===== src/rtl/led_arbiter_pkg.sv =====
// Shared types and constants for the LED arbiter and its helpers.
package led_arbiter_pkg;

    // Width of the board's user LED bank.
    localparam int LED_W = 4;

    // Arbiter FSM: nobody owns the LEDs, or one channel holds them.
    typedef enum logic {
        IDLE = 1'b0,
        HOLD = 1'b1
    } arb_state_t;

endpackage


===== src/rtl/strobe_div.sv =====
// Periodic strobe generator: a single-cycle pulse every DIV_BY clock cycles.
// The first pulse appears DIV_BY cycles after reset is released.
module strobe_div #(
    parameter int unsigned DIV_BY = 100_000_000
) (
    input  logic clk,
    input  logic rst,
    output logic tick
);

    localparam int unsigned   CW   = (DIV_BY > 1) ? $clog2(DIV_BY) : 1;
    localparam logic [CW-1:0] LAST = CW'(DIV_BY - 1);

    logic [CW-1:0] r_cnt;
    logic          r_tick;

    // Free-running modulo-DIV_BY counter; the strobe is registered off the wrap.
    always_ff @(posedge clk) begin
        if (rst) begin
            r_cnt  <= '0;
            r_tick <= 1'b0;
        end else if (r_cnt == LAST) begin
            r_cnt  <= '0;
            r_tick <= 1'b1;
        end else begin
            r_cnt  <= r_cnt + 1'b1;
            r_tick <= 1'b0;
        end
    end

    assign tick = r_tick;

endmodule


===== src/rtl/led_arbiter.sv =====
// Round-robin arbiter sharing the 4 user LEDs between CH pattern sources.
// Decisions happen only on divider ticks; each grant is held for at least
// HOLD_TICKS ticks unless its requester lets go first.
module led_arbiter
    import led_arbiter_pkg::*;
#(
    parameter int unsigned CH         = 4,
    parameter int unsigned DIV_BY     = 100_000_000,
    parameter int unsigned HOLD_TICKS = 2
) (
    input  logic                    clk,
    input  logic                    rst,
    input  logic [CH-1:0]           req,
    input  logic [LED_W*CH-1:0]     pat,
    output logic [LED_W-1:0]        led,
    output logic [CH-1:0]           grant,
    output logic [$clog2(CH)-1:0]   grant_id,
    output logic                    tick
);

    localparam int unsigned IDW = $clog2(CH);
    localparam int unsigned EW  = (HOLD_TICKS > 1) ? $clog2(HOLD_TICKS) : 1;

    // Round-robin search starting just after `last`; the previous holder is
    // visited last so it is only re-granted when nobody else is asking.
    // Result is {found, index}.
    function automatic logic [IDW:0] rr_pick(input logic [CH-1:0]  r,
                                             input logic [IDW-1:0] last);
        logic           found;
        logic [IDW-1:0] id;
        int unsigned    idx;
        found = 1'b0;
        id    = '0;
        for (int unsigned k = 1; k <= CH; k++) begin
            idx = (32'(last) + k) % CH;
            if (!found && r[IDW'(idx)]) begin
                found = 1'b1;
                id    = IDW'(idx);
            end
        end
        return {found, id};
    endfunction

    logic                 w_tick;
    logic                 w_pick_found;
    logic [IDW-1:0]       w_pick_id;
    logic [LED_W-1:0]     w_sel_pat;
    logic                 w_expire;

    arb_state_t           r_state;
    logic [CH-1:0]        r_grant;
    logic [IDW-1:0]       r_grant_id;
    logic [IDW-1:0]       r_last;
    logic [EW-1:0]        r_elapsed;
    logic [LED_W-1:0]     r_led;

    strobe_div #(
        .DIV_BY(DIV_BY)
    ) u_strobe_div (
        .clk (clk),
        .rst (rst),
        .tick(w_tick)
    );

    // Next candidate for the LEDs given the live requests and the RR pointer.
    always_comb begin
        {w_pick_found, w_pick_id} = rr_pick(req, r_last);
    end

    // Pattern of the current holder, selected by the registered grant index.
    always_comb begin
        w_sel_pat = '0;
        for (int unsigned i = 0; i < CH; i++) begin
            if (IDW'(i) == r_grant_id) begin
                w_sel_pat = pat[i*LED_W +: LED_W];
            end
        end
    end

    // The current grant has used up its minimum hold at this tick.
    always_comb begin
        w_expire = ((32'(r_elapsed) + 32'd1) == HOLD_TICKS);
    end

    // Arbitration FSM with registered grant, grant index and LED output.
    always_ff @(posedge clk) begin
        if (rst) begin
            r_state    <= IDLE;
            r_grant    <= '0;
            r_grant_id <= '0;
            r_last     <= IDW'(CH - 1);
            r_elapsed  <= '0;
            r_led      <= '0;
        end else begin
            // LEDs follow the holder registered in the previous cycle, so
            // they trail any grant change by exactly one clock.
            r_led <= (r_state == HOLD) ? w_sel_pat : '0;

            if (w_tick) begin
                case (r_state)
                    IDLE: begin
                        if (w_pick_found) begin
                            r_state    <= HOLD;
                            r_grant    <= CH'(1) << w_pick_id;
                            r_grant_id <= w_pick_id;
                            r_last     <= w_pick_id;
                            r_elapsed  <= '0;
                        end
                    end
                    HOLD: begin
                        if (!req[r_grant_id] || w_expire) begin
                            // A lone holder that still requests is found by
                            // the wrap-around search and simply re-granted.
                            if (w_pick_found) begin
                                r_grant    <= CH'(1) << w_pick_id;
                                r_grant_id <= w_pick_id;
                                r_last     <= w_pick_id;
                                r_elapsed  <= '0;
                            end else begin
                                r_state    <= IDLE;
                                r_grant    <= '0;
                                r_grant_id <= '0;
                            end
                        end else begin
                            r_elapsed <= r_elapsed + 1'b1;
                        end
                    end
                    default: begin
                        r_state <= IDLE;
                    end
                endcase
            end
        end
    end

    assign led      = r_led;
    assign grant    = r_grant;
    assign grant_id = r_grant_id;
    assign tick     = w_tick;

endmodule


===== config.mk =====
export PLATFORM = sky130hd
export DESIGN_NAME = led_arbiter
export DESIGN_NICKNAME = d
export VERILOG_FILES = /design/src/rtl/led_arbiter_pkg.sv /design/src/rtl/strobe_div.sv /design/src/rtl/led_arbiter.sv
export SDC_FILE = /design/constraint.sdc
export NUM_CORES = 1
export LEC_CHECK = 0
export CORE_AREA = 4 4 76 64
export DETAILED_ROUTE_END_ITERATION = 12
export DIE_AREA = 0 0 80 68
export GPL_TIMING_DRIVEN = 1
export PLACE_DENSITY_LB_ADDON = 0.25
export SLEW_MARGIN = 25
export SYNTH_ARGS = -nofsm -noshare
export SYNTH_HDL_FRONTEND = slang
export SYNTH_SLANG_ARGS = --single-unit

===== constraint.sdc =====
create_clock -name clk -period 2.1 [get_ports clk]
set_clock_uncertainty 0.2 [all_clocks]
set_input_delay 0.42 -clock clk [delete_from_list [all_inputs] [get_ports clk]]
set_output_delay 0.42 -clock clk [all_outputs]
set_load 0.02 [all_outputs]

======== Yosys cells after proc, flatten, opt, wreduce, memory -nomap -nowiden ========
Index checks and enable logic that the tools add are counted.
storage, ports and cells
  register bits ........................... 42
  latch bits .............................. 0
  bits in writable memories ............... 0
  bits in read-only memories .............. 0
  input bits .............................. 22
  output and inout port bits .............. 11
  logic and storage cells ................. 82
  memories ................................ 0
cells by class
  add/subtract/negate cells ............... 7
  $mul .................................... 0
  div/mod/pow operators ................... 0
  order comparisons ....................... 5
  equal/unequal tests ..................... 7
  shifts and indexed selects .............. 1
  mux-type cells .......................... 40
  bitwise gates (word level) .............. 1
  reduce and logical (&&, ||, !) cells .... 13
operators by type and width
  operator               number
  $mux 4                 7
  $add 27x1->27 const B  1
  $eq 27x27->1 const B   1
  $mux 2                 9
  $lt 2x3->1 const B     5
  $mux 1                 14
  $bmux 1 s2             5
  $pmux 2 s2             2
  $pmux 4 s2             1
  $add 2x1->2 const B    2
  $add 2x2->2 const B    2
  $eq 2x2->1 const A     2
  $logic_not 1->1        4
  $pmux 1 s2             2
  $reduce_or 2->1        2
  $shl 1x2->4 const A    1
  $logic_and 1x1->1      3
  $reduce_and 3->1       1
  $add 1x1->2 const B    1
  $eq 1x2->1 const A     1
  $eq 2x2->1 const B     1
  $logic_not 2->1        1
  $ne 2x1->1 const B     1
  $ne 2x2->1 const B     1
  4 further kinds        4

======== Longest topological paths before layout ========
Gate-level depths: netlist of the first run.
  depth after elaboration ................. 17
  mapped depth ............................ 8
  depth with buffers taken out ............ 6

======== Hierarchy ========
From an unflattened synthesis of the first run, not the netlist that was laid out.
unflattened totals
  cells, all modules ...................... 227
  area, all modules ....................... 2148.3 sq um
modules (own cells, without submodules)
  module       instances  cells an instance  area an instance (sq um)  sequential area each (sq um)
  strobe_div   1          154                1370.1                    560.5
  led_arbiter  1          73                 778.2                     280.3

======== Worst setup path after synthesis of the first run ========
Ideal clock, no wire load.
  path type ............................... reg-to-reg
  start ................................... reg r_grant_id[1], in the netlist grant_id[1]
  end ..................................... reg r_grant[3], in the netlist grant[3]
  data arrival time ....................... 1.774 ns
  slack ................................... 0.061 ns
  stages on the path, launching flop included .. 6
  buffers on the path ..................... 0
  clock period less this slack ............ 2.039 ns
  cells stage by stage .................... dfxtp_1 -> mux4_2 -> and3b_4 -> nor4_4 -> a22oi_1 -> nor2_1
between the ends
  cells in the longest elaborated chain, start to end .. 6
ends and longest elaborated chain
  element                       RTL line            source
  start: declaration            led_arbiter.sv:52   logic [IDW-1:0] r_grant_id;
  start signal: assignment      led_arbiter.sv:105  r_grant_id <= w_pick_id;
  start signal: assignment      led_arbiter.sv:116  r_grant_id <= w_pick_id;
  $bmux 1 s2                    led_arbiter.sv:111  if (!req[r_grant_id] || w_expire) begin
  $mux 1 (implied by the code)  led_arbiter.sv:111
  $logic_not 1->1               led_arbiter.sv:111
  $logic_or 1x1->1              led_arbiter.sv:111
  $ne 2x1->1 (no line)          --
  $reduce_and 3->1 (no line)    --
  end signal: assignment        led_arbiter.sv:104  r_grant <= CH'(1) << w_pick_id;
  end signal: assignment        led_arbiter.sv:115  r_grant <= CH'(1) << w_pick_id;
  end: declaration              led_arbiter.sv:51   logic [CH-1:0] r_grant;
No other way between the ends. The select of a mux whose other input is x is not followed.
A chain may end at the register's enable or synchronous reset.

======== Worst setup path in the final report of the first run ========
  start ................................... in req[0]
  end ..................................... reg r_grant[3], in the netlist grant[3]
between the ends
  cells in the longest elaborated chain, start to end .. 16
  elaborated cells between the ends (all ways) .. 34
  classes of those cells .................. eq/ne: 2; shift: 1; mux: 22; reduce/logical: 9
ends and longest elaborated chain
  element                       RTL line                                source
  start: declaration            led_arbiter.sv:13                       input logic [CH-1:0] req,
  $bmux 1 s2                    led_arbiter.sv:36                       if (!found && r[IDW'(idx)]) begin
  $mux 1 (implied by the code)  led_arbiter.sv:36
  $mux 1                        led_arbiter.sv:36
  $logic_not 1->1               led_arbiter.sv:36
  $logic_and 1x1->1             led_arbiter.sv:36
  $mux 1                        led_arbiter.sv:36
  $logic_not 1->1               led_arbiter.sv:36
  $logic_and 1x1->1             led_arbiter.sv:36
  $mux 1                        led_arbiter.sv:36
  $logic_not 1->1               led_arbiter.sv:36
  $logic_and 1x1->1             led_arbiter.sv:36
  $mux 2                        led_arbiter.sv:36
  $shl 1x2->4                   led_arbiter.sv:104, led_arbiter.sv:115
  $mux 4                        led_arbiter.sv:114                      if (w_pick_found) begin
  $mux 4                        led_arbiter.sv:111
  $pmux 4 s2                    led_arbiter.sv:100                      case (r_state)
Parallel ways exist; a longest one is shown, timed or not. The select of a mux whose other input is x is not followed.

==> results of run 1 <==
-- worst paths after layout --
| kind | start | end | slack, ns | cells after the start |
|---|---|---|---|---|
| max | req[0] | grant[3]$_SDFFE_PP0P_ | 0.05 | 6 |
| min | grant[1]$_SDFFE_PP0P_ | grant[1]$_SDFFE_PP0P_ | 0.30 | 2 |
| max reg2reg | u_strobe_div.r_cnt[10]$_SDFF_PP0_ | u_strobe_div.r_cnt[9]$_SDFF_PP0_ | 0.16 | 6 |
| min reg2reg | grant[1]$_SDFFE_PP0P_ | grant[1]$_SDFFE_PP0P_ | 0.30 | 2 |
-- layout by cell type (no fill, tap or decap), types with 6 or more instances in the layout --
cell type        synthesis  layout
a21oi_1                  9       9
buf_4                    0      23
clkbuf_8                 0       8
clkdlybuf4s50_1          0      30
dfxtp_1                 42      42
inv_1                    6       6
nand2_1                 16      16
nand3_1                  8       8
nand4_1                 10      10
nor2_1                  37      37
nor3_1                  10      10
xnor2_1                 15      15
-- area by class of cell --
cell class | instances | share of cell area
Clock buffer | 8 | 0.0399
Inverter | 6 | 0.00817
Multi-Input combinational cell | 177 | 0.443
Sequential cell | 42 | 0.305
Tap cell | 57 | 0.0259
Timing Repair Buffer | 55 | 0.178
-- tightest hold or removal path: cells and delay by family, from the launching register on --
family | cells | cell delay, ns
compound gates | 1 | 0.06
simple gates | 1 | 0.08
flops | 1 | 0.32
-- stage by stage --
step | total power, mW | hold slack, ns | instances | setup slack (ns)
2_1_floorplan | 0.876 | 0.237 | 233 | 0.0614
3_3_place_gp | 0.942 | 0.293 | 336 | -0.228
3_5_place_dp | 0.946 | 0.287 | 336 | -0.288
4_1_cts | 1.55 | 0.305 | 344 | 0.00417
5_1_grt | 1.60 | 0.325 | 345 | -0.0401
6_report | 1.53 | 0.300 | 345 | 0.0496
-- cell usage after synthesis, drive strengths merged, types with 2 or more instances --
cell type | n | area, µm²
nand3 | 8 | 40.0
nand2b | 4 | 25.0
nand3b | 3 | 22.5
xor2 | 5 | 43.8
buf | 3 | 27.5
nand4 | 12 | 96.3
a211oi | 2 | 15.0
dfxtp | 42 | 841
o211ai | 3 | 27.5
and4 | 3 | 28.8
nor2 | 37 | 139
clkbuf | 5 | 18.8
a22oi | 4 | 30.0
inv | 6 | 22.5
or3 | 3 | 18.8
nor4 | 8 | 80.1
and3 | 3 | 18.8
mux4 | 5 | 124
a21oi | 9 | 45.0
o31ai | 2 | 15.0
xnor2 | 15 | 131
or4 | 2 | 15.0
nand2 | 17 | 66.3
o21ai | 5 | 25.0
nor3 | 11 | 60.1
nor2b | 4 | 25.0
-- cells by family (layout without fill, tap and decap cells) --
kind of cell	after synthesis	count (layout)	share of synthesized area
flops	42	42	0.396
compound gates	31	31	0.102
buf+inv	14	69	0.0324
mux	6	6	0.0630
simple gates	119	119	0.318
xor+xnor	20	20	0.0825
fa+ha+maj	1	1	0.00589
-- repair_timing --
action,in CTS,in global routing
resized for setup,2,2
endpoints found under the setup margin,2,6
buffers inserted,0,1
pin swaps,0,1
hold endpoints to repair,0,0
-- registers in the layout, indices dropped and copies added (netlist names) --
signal              count
u_strobe_div.r_cnt     27
grant                   4
led                     4
grant_id                2
r_last                  2
r_elapsed               1
r_state                 1
u_strobe_div.tick       1
-- layer usage --
metal / GRT usage / part of all wire / vias to the layer above
met5: 0 / 0 / -
met1: 0.245 / 0.49 / 861
met4: 0.0633 / 0.0049 / 0
met3: 0.0421 / 0.043 / 5
li1: - / - / 955
met2: 0.286 / 0.47 / 25
-- power breakdown --
part | switching (mW) | internal, mW | total (mW)
Sequential | 0.00923 | 0.804 | 0.813
Combinational | 0.0420 | 0.0732 | 0.115
Clock | 0.274 | 0.332 | 0.606
==> results.toml, run 1 <==
[outcome]
outcome = "finished, final reports clean"

[grt]
antenna_found_initial = 0
grt_pass1_vias = 1693
gr-total-overflow = 0
gr-usage-all-layers = 0.181
grt_max_degree = 17
grt_pass1_wl_mm = 7.70

[synthesis]
synth_area_um2 = 2120
synth_ff_type = "dfxtp_1"
ys_warn_count = 0
syn_area_per_cell_um2 = 9.12
synth-seq-cells = 42
synth_fp_nets = 256
synth_edf_count = 0
synthArstFlopShare = 0
synth_cells = 233
yosysSeqAreaShare = 0.396
ys_types = 47

[placement]
portBuffers = 32
dp_hpwl_mm = 3.52
dpl_cell_area_um2 = 2640
gp_congestion = 0.806

[sta]
slew_viol_final = 0
hold_viol_final = 0
period_needed_ns = 2.05
fmaxAchievable_mhz = 488
tightest_slew_ns = 0.470
relSlewSlack = 0.684
setup_viol = 0
timing.final.crit_share = 0.976
rsz0062_at_grt = "true"
setup-tns-final_ns = 0

[final_layout]
multi_input_area_um2 = 1220
drive_above_1_share = 0.160
nets = 310
regArea_um2 = 841
syn_to_final_growth_pct = 29.7
fill_cells = 362
n_antenna_cell = 0
post-route-util = 0.672
final_cell_area_um2 = 2760

[clock_tree]
htreeDepth = 2
insertion_delay_ns = 0.30
clkTransAtPathRegs_ns = 0.08
cts_inserted_buffers = 5
clk_path_buf_depth = 2
cts_sinks = 42
cts_tree = "built"
root_buffer = "clkbuf_8"
ctsHoldBuffers = 0

[flow_run]
drv_cap = 0

[critical_path]
required_ns = 2.14
critPathBufInv = 1
cp-end-kind = "flop"
start_kind = "input pin"
critPathSlowestCell = "mux4_2"
crit_type = "input pin to flop"
slowest_delay_ns = 0.50
path_delay_family = "simple AND/OR/NAND/NOR gates"
crit_arrival_ns = 2.09
path_max_fanout = 3
crit_chain = "clkdlybuf4s50_1 -> mux4_2 -> and3b_4 -> nor4_4 -> a22oi_1 -> nor2_1"

[route]
avgRoutedWirePerCell_um = 13.6
drtAntennaViolNets = 0
wirelength_mm = 4.70
via_per_inst = 5.35
drc = 0
vias = 1846
drt_iter0_markers = 104
drt_pass1_iterations = 4

[floorplan]
die_w_um = 80
core_area_um2 = 4100
pin_count = 33
initial_core_util = 0.518
dieArea_um2 = 5440
num_rows = 21
die_y_um = 68

[worst_hold_path]
hold_path_class = "flop to flop"

[power_and_ir_drop]
peakVddDrop_uv = 288
p_leak_nw = 0.970
p_per_area_nw_per_um2 = 557
Power figures use the tool's default switching activity.
==> run 2, diff against run 1 <==
GPL_TIMING_DRIVEN = 0   (was 1)
==> results.toml, run 2 (synthesis gave the netlist of run 1 again) <==
[power_and_ir_drop]
p_per_area_nw_per_um2 = 540
p_leak_nw = 0.909
power.total_mw = 1.45
peakVddDrop_uv = 334

[sta]
hold_viol_final = 0
relSlewSlack = 0.658
hold-worst-slack_ns = 0.243
period_needed_ns = 2.02
timing.final.crit_share = 0.963
fmaxAchievable_mhz = 494
setup_viol = 0
slew_viol_final = 0
tightest_slew_ns = 0.513
setup-tns-final_ns = 0
fin_ws_ns = 0.0768

[clock_tree]
clk_path_buf_depth = 2
htreeDepth = 2
clkTransAtPathRegs_ns = 0.08
insertion_delay_ns = 0.29
cts_tree = "built"
cts_inserted_buffers = 5
root_buffer = "clkbuf_8"
cts_sinks = 42
ctsHoldBuffers = 0

[grt]
antenna_found_initial = 0
grt_pass1_wl_mm = 7.71
gr-total-overflow = 0
grt_pass1_vias = 1721
gr-usage-all-layers = 0.180
grt_max_degree = 13

[outcome]
outcome = "finished, final reports clean"

[critical_path]
required_ns = 2.08
crit_type = "flop to flop"
crit_arrival_ns = 2.01
start_kind = "flop"
cp-end-kind = "flop"
path_max_fanout = 10

[floorplan]
core_area_um2 = 4100
die_w_um = 80
pin_count = 33
initial_core_util = 0.518
num_rows = 21
dieArea_um2 = 5440
die_y_um = 68

[route]
drt_pass1_iterations = 5
wirelength_mm = 4.58
vias = 1847
avgRoutedWirePerCell_um = 13.8
via_per_inst = 5.58
drtAntennaViolNets = 0
drc = 0
drt_iter0_markers = 90

[flow_run]
drv_cap = 0

[final_layout]
drive_above_1_share = 0.120
syn_to_final_growth_pct = 26.2
final_cell_mix = "39 x dfxtp_1, 37 x nor2_1, 28 x clkdlybuf4s50_1"
final_common_cell = "dfxtp_1"
largest_reg_flops = 27
n_antenna_cell = 0
top_register = "u_strobe_div.r_cnt"
nets = 296

[placement]
portBuffers = 32
dp_hpwl_mm = 3.37
post-place-ws_ns = -0.444
gp_congestion = 0.836

[worst_hold_path]
hold_path_class = "flop to flop"
==> run 2: cell count changes in the layout (fill, tap and decap cells not counted), moves of 2 or more <==
cell / previous run / this run
dfxtp_2: 0 / 3
clkdlybuf4s50_1: 30 / 28
nor3_1: 10 / 8
clkbuf_1: 0 / 5
dlymetal6s2s_1: 0 / 3
dfxtp_1: 42 / 39
clkbuf_8: 8 / 6
buf_4: 23 / 0
==> run 2: final timing paths <==
check | from | to | slack [ns] | depth (start not counted)
hold reg to reg | u_strobe_div.r_cnt[0]$_SDFF_PP0_ | u_strobe_div.r_cnt[0]$_SDFF_PP0_ | 0.24 | 1
hold / removal | u_strobe_div.r_cnt[0]$_SDFF_PP0_ | u_strobe_div.r_cnt[0]$_SDFF_PP0_ | 0.24 | 1
setup / recovery | u_strobe_div.r_cnt[1]$_SDFF_PP0_ | u_strobe_div.r_cnt[24]$_SDFF_PP0_ | 0.08 | 8
setup reg to reg | u_strobe_div.r_cnt[1]$_SDFF_PP0_ | u_strobe_div.r_cnt[24]$_SDFF_PP0_ | 0.08 | 8
==> run 2: where the power goes <==
group	leakage, nW	internal (mW)	switching (mW)
sequential	0.340	0.805	0.0104
clock	0.0482	0.265	0.267
combinational	0.520	0.0614	0.0393
==> run 2: final cells by class <==
type	count	area [µm²]
Timing Repair Buffer	33	347
Clock buffer	7	86.3
Inverter	6	22.5
Sequential cell	42	845
Buffer	8	53.8
Tap cell	57	71.3
Multi-Input combinational cell	177	1250
Fill cell	368	1420
Clock inverter	1	5.00
==> run 2: metrics by stage <==
| stage | area [µm²] | cells | utilization |
|---|---|---|---|
| detailed placement | 2520 | 322 | 0.614 |
| global route | 2680 | 331 | 0.654 |
| finish | 2680 | 331 | 0.654 |
| floorplan | 2120 | 233 | - |
| CTS | 2630 | 331 | 0.641 |
| global placement | 2520 | 322 | 0.614 |
==> run 2: timing repair <==
| action | 4_1_cts | 5_1_grt |
|---|---|---|
| pin swaps | 2 | 0 |
| hold endpoints to repair | 0 | 0 |
| endpoints found under the setup margin | 18 | 17 |
| gates resized for setup | 2 | 15 |
| setup buffers | 1 | 0 |
==> run 2: critical path, stage by stage (launching register included) <==
cell and delay (ns):
dfxtp_1 0.38, ha_1 0.19, and2_1 0.13, clkbuf_4 0.18
nand4_4 0.16, buf_8 0.20, nor4_4 0.28, xnor2_1 0.15
nor2_1 0.05
==> run 2: metal layers <==
| metal | GRT usage | up-vias | part of all wire |
|---|---|---|---|
| met1 | 0.241 | 872 | 0.50 |
| met2 | 0.285 | 41 | 0.44 |
| met4 | 0.0591 | 0 | 0.012 |
| met5 | 0 | - | 0 |
| met3 | 0.0474 | 9 | 0.045 |
| li1 | - | 925 | - |
==> run 3, diff against run 2 <==
ABC_AREA = 1   (was default)
CORE_AREA = 4 4 85 63   (was 4 4 76 64)
DIE_AREA = 0 0 89 67   (was 0 0 80 68)
SKIP_CTS_REPAIR_TIMING = 1   (was default)
==> results.toml, run 3 <==
[synthesis]
yosys.area_share.adder = 0.00508
synth-xor-area-share = 0.0142
synth-seq-cells = 42
netlist.area_leader.share = 0.341
synth_top_area_cell = "dfxtp_1"
synth_edf_count = 0
synthArstFlopShare = 0
synth_top_family_by_area = "simple AND/OR/NAND/NOR gates"
muxShareOfSynthArea = 0
ys_warn_count = 0
synth_cells = 349
yosysSeqAreaShare = 0.341
yosys.cell_count.top_type = "nand2_1"
synth_ff_type = "dfxtp_1"
syn_area_per_cell_um2 = 7.06
synth.top_cells.by_area = "dfxtp_1 34%, nand2_1 12%, inv_1 5.9%, nor2_1 5.2%, nand3_1 4.5%"
synth_fp_nets = 372
synth_area_um2 = 2460
synth-compound-area-share = 0.0915
synth_common_cells = "79 x nand2_1, 42 x dfxtp_1, 39 x inv_1"
ys_types = 36
synth-simple-area-share = 0.467

[critical_path]
slowest_delay_ns = 0.45
critPathBufInv = 2
crit_type = "flop to flop"
path_max_fanout = 10
rr_endpoint = "u_strobe_div.r_cnt[19]$_SDFF_PP0_"
required_ns = 2.08
path_delay_family = "simple AND/OR/NAND/NOR gates"
reg2reg_setup_slack_ns = 0.03
cp-end-kind = "flop"
crit_chain = "inv_1 -> nor4_1 -> nand2_1 -> nor2_1 -> nand3_1 -> nand2_4 -> buf_4 -> a21oi_1"
start_kind = "flop"
reg2regPathDepth = 8
r2r-start = "u_strobe_div.r_cnt[13]$_SDFF_PP0_"
crit_arrival_ns = 2.06
critPathSlowestCell = "nor4_1"

[sta]
hold-worst-slack_ns = 0.279
setup_viol = 0
tightest_slew_ns = 0.517
period_needed_ns = 2.07
setup-tns-final_ns = 0
fin_ws_ns = 0.0290
hold_viol_final = 0
slew_viol_final = 0
relSlewSlack = 0.652
timing.final.crit_share = 0.986
fmaxAchievable_mhz = 483

[placement]
dp_hpwl_mm = 4.39
gp_congestion = 0.885
dpl_cell_area_um2 = 2840
post-place-ws_ns = -0.185
portBuffers = 31

[clock_tree]
cts_inserted_buffers = 5
htreeDepth = 2
clk_path_buf_depth = 2
cts_tree = "built"
cts_sinks = 42
clkTransAtPathRegs_ns = 0.07
root_buffer = "clkbuf_8"
insertion_delay_ns = 0.29

[route]
drt_pass1_iterations = 4
avgRoutedWirePerCell_um = 13.0
drc = 0
wirelength_mm = 5.84
drt_iter0_markers = 120
drtAntennaViolNets = 0
via_per_inst = 5.27
vias = 2366

[final_layout]
top_register = "u_strobe_div.r_cnt"
syn_to_final_growth_pct = 22.3
final_common_cell = "nand2_1"
final_cell_mix = "78 x nand2_1, 40 x dfxtp_1, 39 x inv_1"
n_antenna_cell = 0
nets = 415
drive_above_1_share = 0.173
final_cell_area_um2 = 3010
largest_reg_flops = 27
fill_cells = 406
post-route-util = 0.655

[grt]
antenna_found_initial = 0
gr-total-overflow = 0
grt_pass1_wl_mm = 9.64
grt_max_degree = 12
grt_pass1_vias = 2147
gr-usage-all-layers = 0.207

[flow_run]
drv_cap = 0

[floorplan]
initial_core_util = 0.536
dieArea_um2 = 5960
num_rows = 21
die_y_um = 67
pin_count = 33
die_w_um = 89
core_area_um2 = 4600

[worst_hold_path]
hold_path_class = "flop to flop"
whs_path_depth = 2
holdPathEnd = "u_strobe_div.r_cnt[24]$_SDFF_PP0_"
hold_start = "u_strobe_div.r_cnt[24]$_SDFF_PP0_"

[power_and_ir_drop]
p_leak_nw = 1.20
p_per_area_nw_per_um2 = 469
peakVddDrop_uv = 420

[outcome]
outcome = "finished, final reports clean"
## run 3: changes by cell type after synthesis, sizes merged, moves of 6 or more
cell,change
inv,+37
nand3,+15
xnor2,-14
nand2,+84
a21oi,+15
nor2,+6
or2,+7
## run 3: stage by stage
stage	power [mW]	cells
finish	1.41	449
global route	1.47	449
CTS	1.41	444
detailed placement	0.937	437
global placement	0.936	437
floorplan	0.883	349
## run 3: cell type report
type	count	area, µm²	area share
Buffer	5	37.5	0.0125
Sequential cell	42	843	0.280
Multi-Input combinational cell	259	1470	0.488
Timing Repair Buffer	36	348	0.115
Tap cell	57	71.3	0.0237
Inverter	43	166	0.0553
Clock buffer	7	76.3	0.0253
## run 3: per-layer routing
metal  vias up  wire [µm]  global-route usage  part of all wire
met5         -          0                   0                 0
met2        55       2390               0.293              0.41
met4         0         80              0.0669             0.014
met1      1065       3070               0.310              0.53
li1       1236          -                   -                 -
met3        10        301              0.0420             0.052
## run 3: worst min-delay path, cell delays in order, from the launching register on
cell,delay (ns)
dfxtp_1,0.32
nand2_1,0.06
a21oi_1,0.05
## run 3: power by group
part	internal [mW]	switching, mW
Combinational	0.0639	0.0614
Clock	0.229	0.252
Sequential	0.801	0.00625
## run 3: cells by family after synthesis
group / Yosys count
AND/OR/NAND/NOR: 216
buffers and inverters: 48
flip-flops: 42
AO/OA/AOI/OAI: 38
XOR/XNOR: 4
adder cells (fa/ha/maj): 1
## run 3: worst max path at each step
stage | start | endpoint | slack, ns | depth (start not counted)
2_1_floorplan | grant_id[0]$_SDFFE_PP0P_ | grant[2]$_SDFFE_PP0P_ | 0.31 | 9
3_3_place_gp | req[2] | grant_id[0]$_SDFFE_PP0P_ | -0.17 | 11
3_5_place_dp | req[2] | r_last[0]$_SDFFE_PP1P_ | -0.19 | 11
4_1_cts | u_strobe_div.r_cnt[0]$_SDFF_PP0_ | u_strobe_div.r_cnt[11]$_SDFF_PP0_ | -0.03 | 9
5_1_grt | u_strobe_div.r_cnt[13]$_SDFF_PP0_ | u_strobe_div.r_cnt[16]$_SDFF_PP0_ | -0.04 | 8
6_report | u_strobe_div.r_cnt[13]$_SDFF_PP0_ | u_strobe_div.r_cnt[19]$_SDFF_PP0_ | 0.03 | 8
